===== src/rtl/approx_err_monitor.sv =====
// approx_err_monitor: error statistics over a window of approximate-adder samples.
// Optional APPROX_ERR_SQ_EN adds err_sq_sum, the saturating sum of squared errors.
module approx_err_monitor #(
  parameter int W        = 2,
  parameter int WIN_LOG2 = 8,
  parameter int CNT_W    = 16
) (
  input  logic             clk,
  input  logic             rst_n,
  input  logic             start,
  input  logic             clear,
  input  logic             in_valid,
  output logic             in_ready,
  input  logic [W-1:0]     in_a,
  input  logic [W-1:0]     in_b,
  input  logic [W:0]       in_y,
  output logic [CNT_W-1:0] sample_cnt,
  output logic [CNT_W-1:0] err_cnt,
  output logic [CNT_W-1:0] err_sum,
  output logic [W:0]       err_max,
`ifdef APPROX_ERR_SQ_EN
  output logic [CNT_W-1:0] err_sq_sum,
`endif
  output logic             busy,
  output logic             done
);

  localparam int EW  = W + 1;
  localparam int SQW = 2 * EW;
  localparam int AW  = ((CNT_W > SQW) ? CNT_W : SQW) + 1;

  localparam logic [WIN_LOG2:0] WIN =
    {1'b1, {WIN_LOG2{1'b0}}};
  localparam logic [CNT_W-1:0] CMAX =
    {CNT_W{1'b1}};

  typedef enum logic [1:0] {
    IDLE,
    RUN,
    DRAIN,
    DONE
  } state_t;

  state_t state;
  state_t nstate;

  logic [WIN_LOG2:0] acc_cnt;
  logic              accept;
  logic              start_ok;
  logic              last;

  logic          s1_v;
  logic [W-1:0]  s1_a;
  logic [W-1:0]  s1_b;
  logic [EW-1:0] s1_y;

  logic [EW-1:0] exact;
  logic [EW-1:0] ed;
  logic [AW-1:0] sc_add;
  logic [AW-1:0] ec_add;
  logic [AW-1:0] es_add;

  function automatic logic [CNT_W-1:0] sat(
    input logic [AW-1:0] v
  );
    if (v > AW'(CMAX)) return CMAX;
    return v[CNT_W-1:0];
  endfunction

  assign in_ready = (state == RUN);
  assign busy     = (state == RUN) ||
                    (state == DRAIN);
  assign done     = (state == DONE);
  assign accept   = in_valid && in_ready;
  assign start_ok = start &&
                    ((state == IDLE) ||
                     (state == DONE));
  assign last     = accept &&
                    ((acc_cnt + 1'b1) == WIN);

  // State register
  always_ff @(posedge clk or negedge rst_n) begin
    if (!rst_n) state <= IDLE;
    else        state <= nstate;
  end

  // Next-state logic; clear overrides everything
  always_comb begin
    nstate = state;
    unique case (state)
      IDLE:    if (start)  nstate = RUN;
      RUN:     if (last)   nstate = DRAIN;
      DRAIN:   if (!s1_v)  nstate = DONE;
      DONE:    if (start)  nstate = RUN;
      default:             nstate = IDLE;
    endcase
    if (clear) nstate = IDLE;
  end

  // Accept counter for the current window
  always_ff @(posedge clk or negedge rst_n) begin
    if (!rst_n)        acc_cnt <= '0;
    else if (clear)    acc_cnt <= '0;
    else if (start_ok) acc_cnt <= '0;
    else if (accept)   acc_cnt <= acc_cnt + 1'b1;
  end

  // Stage 1: capture accepted sample
  always_ff @(posedge clk or negedge rst_n) begin
    if (!rst_n) begin
      s1_v <= 1'b0;
      s1_a <= '0;
      s1_b <= '0;
      s1_y <= '0;
    end else begin
      s1_v <= accept && !clear;
      if (accept) begin
        s1_a <= in_a;
        s1_b <= in_b;
        s1_y <= in_y;
      end
    end
  end

  // Stage 2 arithmetic: exact sum and absolute error
  always_comb begin
    exact  = EW'(s1_a) + EW'(s1_b);
    ed     = (exact >= s1_y) ? (exact - s1_y)
                             : (s1_y - exact);
    sc_add = AW'(sample_cnt) + AW'(1'b1);
    ec_add = AW'(err_cnt) + AW'(ed != '0);
    es_add = AW'(err_sum) + AW'(ed);
  end

  // Stage 2: saturating statistics update
  always_ff @(posedge clk or negedge rst_n) begin
    if (!rst_n) begin
      sample_cnt <= '0;
      err_cnt    <= '0;
      err_sum    <= '0;
      err_max    <= '0;
    end else if (clear || start_ok) begin
      sample_cnt <= '0;
      err_cnt    <= '0;
      err_sum    <= '0;
      err_max    <= '0;
    end else if (s1_v) begin
      sample_cnt <= sat(sc_add);
      err_cnt    <= sat(ec_add);
      err_sum    <= sat(es_add);
      if (ed > err_max) err_max <= ed;
    end
  end

`ifdef APPROX_ERR_SQ_EN
  logic [SQW-1:0] sq;
  logic [AW-1:0]  sq_add;

  // Squared error and its saturating sum
  always_comb begin
    sq     = SQW'(ed) * SQW'(ed);
    sq_add = AW'(err_sq_sum) + AW'(sq);
  end

  // Squared-error accumulator, same rules as err_sum
  always_ff @(posedge clk or negedge rst_n) begin
    if (!rst_n)                  err_sq_sum <= '0;
    else if (clear || start_ok)  err_sq_sum <= '0;
    else if (s1_v)               err_sq_sum <= sat(sq_add);
  end
`endif

endmodule


===== config.mk =====
export PLATFORM = sky130hd
export DESIGN_NAME = approx_err_monitor
export DESIGN_NICKNAME = d
export VERILOG_FILES = /design/src/rtl/approx_err_monitor.sv
export SDC_FILE = /design/constraint.sdc
export NUM_CORES = 1
export LEC_CHECK = 0
export BUFFER_PORTS_ARGS = -buffer_cell sky130_fd_sc_hd__buf_4
export CELL_PAD_IN_SITES_DETAIL_PLACEMENT = 1
export CELL_PAD_IN_SITES_GLOBAL_PLACEMENT = 1
export CORE_ASPECT_RATIO = 1.4
export CORE_UTILIZATION = 47
export DETAILED_ROUTE_END_ITERATION = 10
export PLACE_DENSITY_LB_ADDON = 0.1
export SLEW_MARGIN = 15
export SYNTH_ARGS = -nofsm -noshare
export SYNTH_HDL_FRONTEND = slang
export SYNTH_SLANG_ARGS = --single-unit
export TNS_END_PERCENT = 50

===== constraint.sdc =====
create_clock -name clk -period 8.2 [get_ports clk]
set_input_delay 1.64 -clock clk [delete_from_list [all_inputs] [get_ports clk]]
set_output_delay 1.64 -clock clk [all_outputs]
set_load 0.05 [all_outputs]

==> impl_metrics.ini <==
[run_status]
status = complete, no violations

[timing]
rsz0062_at_grt = no
period_needed_ps = 4240
final.setup.worst_slack_ps = 3960
min_period_over_period_pct = 51.7
clock.fmax_mhz = 236
worstMarginPinSlew_ps = 899
max_slew_margin_pct = 40.1
setup_tns_ps = 0
hold_viol_final = 0
skew_ps = 4.89
slew_violations = 0
setup_violations = 0

[floorplan]
die_area_um2 = 9240
core_um2 = 8610
die_h_um = 113
rows = 40
fp.dieW_um = 81.5
start_util_pct = 48.3
io_pins = 66

[final_layout]
layout.nets = 528
drive_above_1_share_pct = 22.3
layout_commonest_cell = dfrtp_1
final_cell_mix = dfrtp_1 (70), buf_4 (68), nand2_1 (36)
syn_to_final_growth_pct = 21.0
utilization_pct = 58.5
antenna_cells = 0

[grt]
grt_max_degree = 71
antenna_found_initial = 0
busiest_layer = met2
grt_util_met2_pct = 49.2
grt_pass1_wl_um = 19000
grtUsageTotal_pct = 27.0
grt_pass1_vias = 3895
grtUsageMet1_pct = 30.7
met3_usage_pct = 4.44
grt-ovfl-total = 0

[synth]
synth_top_area_cell = dfrtp_1
synth_edf_count = 0
seq_area_frac_synth_pct = 42.1
synth_async_sr_flop_share_pct = 100
syn_inst = 430
synth_cell_types = 62
yosysWarnings = 0
synth_area_leaders = dfrtp_1 (42%), ha_1 (6.0%), a311oi_1 (3.6%)
syn_nets = 465
syn_avg_cell_area_um2 = 9.67
synth-seq-cells = 70
synth_area_um2 = 4160
synth_flop_cell = dfrtp_1
yosysTopAreaCellShare_pct = 42.1

[pwr]
total_power_mw = 1.72
p_leak_nw = 2.30
peakVddDrop_uv = 345
powerDensity_nw_per_um2 = 342

[routing]
postRouteAntennaNets = 0
dr.pass1.iters = 4
viasPerCell = 6.03
num_vias = 3634
initialDrtViolationCount = 211
wl_um = 11300
post_drt_wl_per_cell_um = 18.7
drc = 0

[job]
maxCapViolCount = 0

[clock_tree]
clkTransAtPathRegs_ps = 60
htree_levels = 3
cts_buffers = 9
ctsResizeCount = 0
cts_tree = yes
insertion_delay_ps = 330
ctsHoldBuffers = 0
clockRootBuffer = clkbuf_16
cts_buffer_depth = 2
numClockSinks = 70
cts_setup_buffers = 0

[setup_path]
r2r-end = err_cnt[10]
arrival_ps = 4440
crit_required_ps = 8400
path_class = register to register
rr_worst_depth = 16
endpoint_kind = register
r2r_slack_ps = 3960
cp-start-kind = register
r2r_start = s1_b[0]
crit_fanout = 7

[place]
port_buffers = 65
dp_slack_ps = 3990
dpl.hpwl_um = 7810
place_congestion = 0.792

[min_path]
holdPathEnd = s1_a[0]
min-delay-start = s1_a[0]
min_path_cells = 2
hold_class = register to register
-- flip-flops by register name, summed over array words and instances (netlist names), 2 cells and up --
register,flops
state,2
err_cnt,16
err_sum,16
s1_b,2
sample_cnt,16
err_max,3
s1_y,3
s1_a,2
acc_cnt,9
-- final cells by class --
cell class	count	area, µm²
fillers	997	3580
multi-input cells	322	2250
flip-flops and latches	70	1750
repair buffers	68	510
clock buffers	12	256
well taps	105	131
inverters	22	82.6
clock inverters	4	45.0
-- power by group --
group,internal (mW),switching (mW),total [mW]
Combinational,0.322,0.602,0.924
Sequential,0.373,0.0235,0.397
Clock,0.251,0.149,0.399
-- stage by stage --
| stage | hold slack [ps] | std cells | area (µm²) |
|---|---|---|---|
| floorplan | 450 | 430 | 4160 |
| global placement | 462 | 587 | 4730 |
| detailed placement | 477 | 587 | 4730 |
| CTS | 492 | 603 | 5030 |
| global route | 521 | 603 | 5030 |
| finish | 487 | 603 | 5030 |
-- synth_stat cells, drive strengths merged (5+ instances only) --
cell,count
a311oi,18
nand3,12
ha,20
a31oi,21
a21oi,29
or3,7
nand4,8
inv,22
o21ai,26
mux2i,5
nand2,37
and2,5
nor2,34
a21o,5
dfrtp,70
nor3,14
and4,8
a211oi,13
clkbuf,14
and3,16
xor2,10
-- kinds of logic (layout without fill, tap and decap cells) --
logic type	Yosys count	count (layout)	synth area share [%]
AO/OA/AOI/OAI	128	128	22.5
buffers and inverters	38	106	3.70
XOR/XNOR	12	12	2.53
flip-flops	70	70	42.1
AND/OR/NAND/NOR	153	153	20.3
adder cells (fa/ha/maj)	24	24	7.73
multiplexers	5	5	1.20
-- per-layer routing --
metal / vias to the layer above / wire length (µm)
li1: 1723 / -
met1: 1838 / 4590
met2: 60 / 6220
met3: 13 / 322
met4: 0 / 170
met5: - / 0
-- worst max-delay path: stages (launching register included) --
cell     delay, ps
dfrtp_1        350
ha_1           150
inv_1           50
fa_1           530
inv_1           90
ha_1           360
nand2_1        140
o21ai_4        280
mux2i_1        260
xor2_1         160
or3_1          450
ha_1           250
and3_1         240
and3_1         230
nor2_1         270
and4_1         240
nor3_1          40
-- how the worst max path moves through the flow --
stage               startpoint          end
floorplan              s1_a[0]  err_cnt[10]
global placement       s1_a[0]  err_cnt[10]
detailed placement     s1_b[0]  err_cnt[10]
CTS                    s1_b[0]  err_cnt[10]
global route           s1_b[0]  err_cnt[13]
finish                 s1_b[0]  err_cnt[10]
Power figures use the tool's default switching activity.
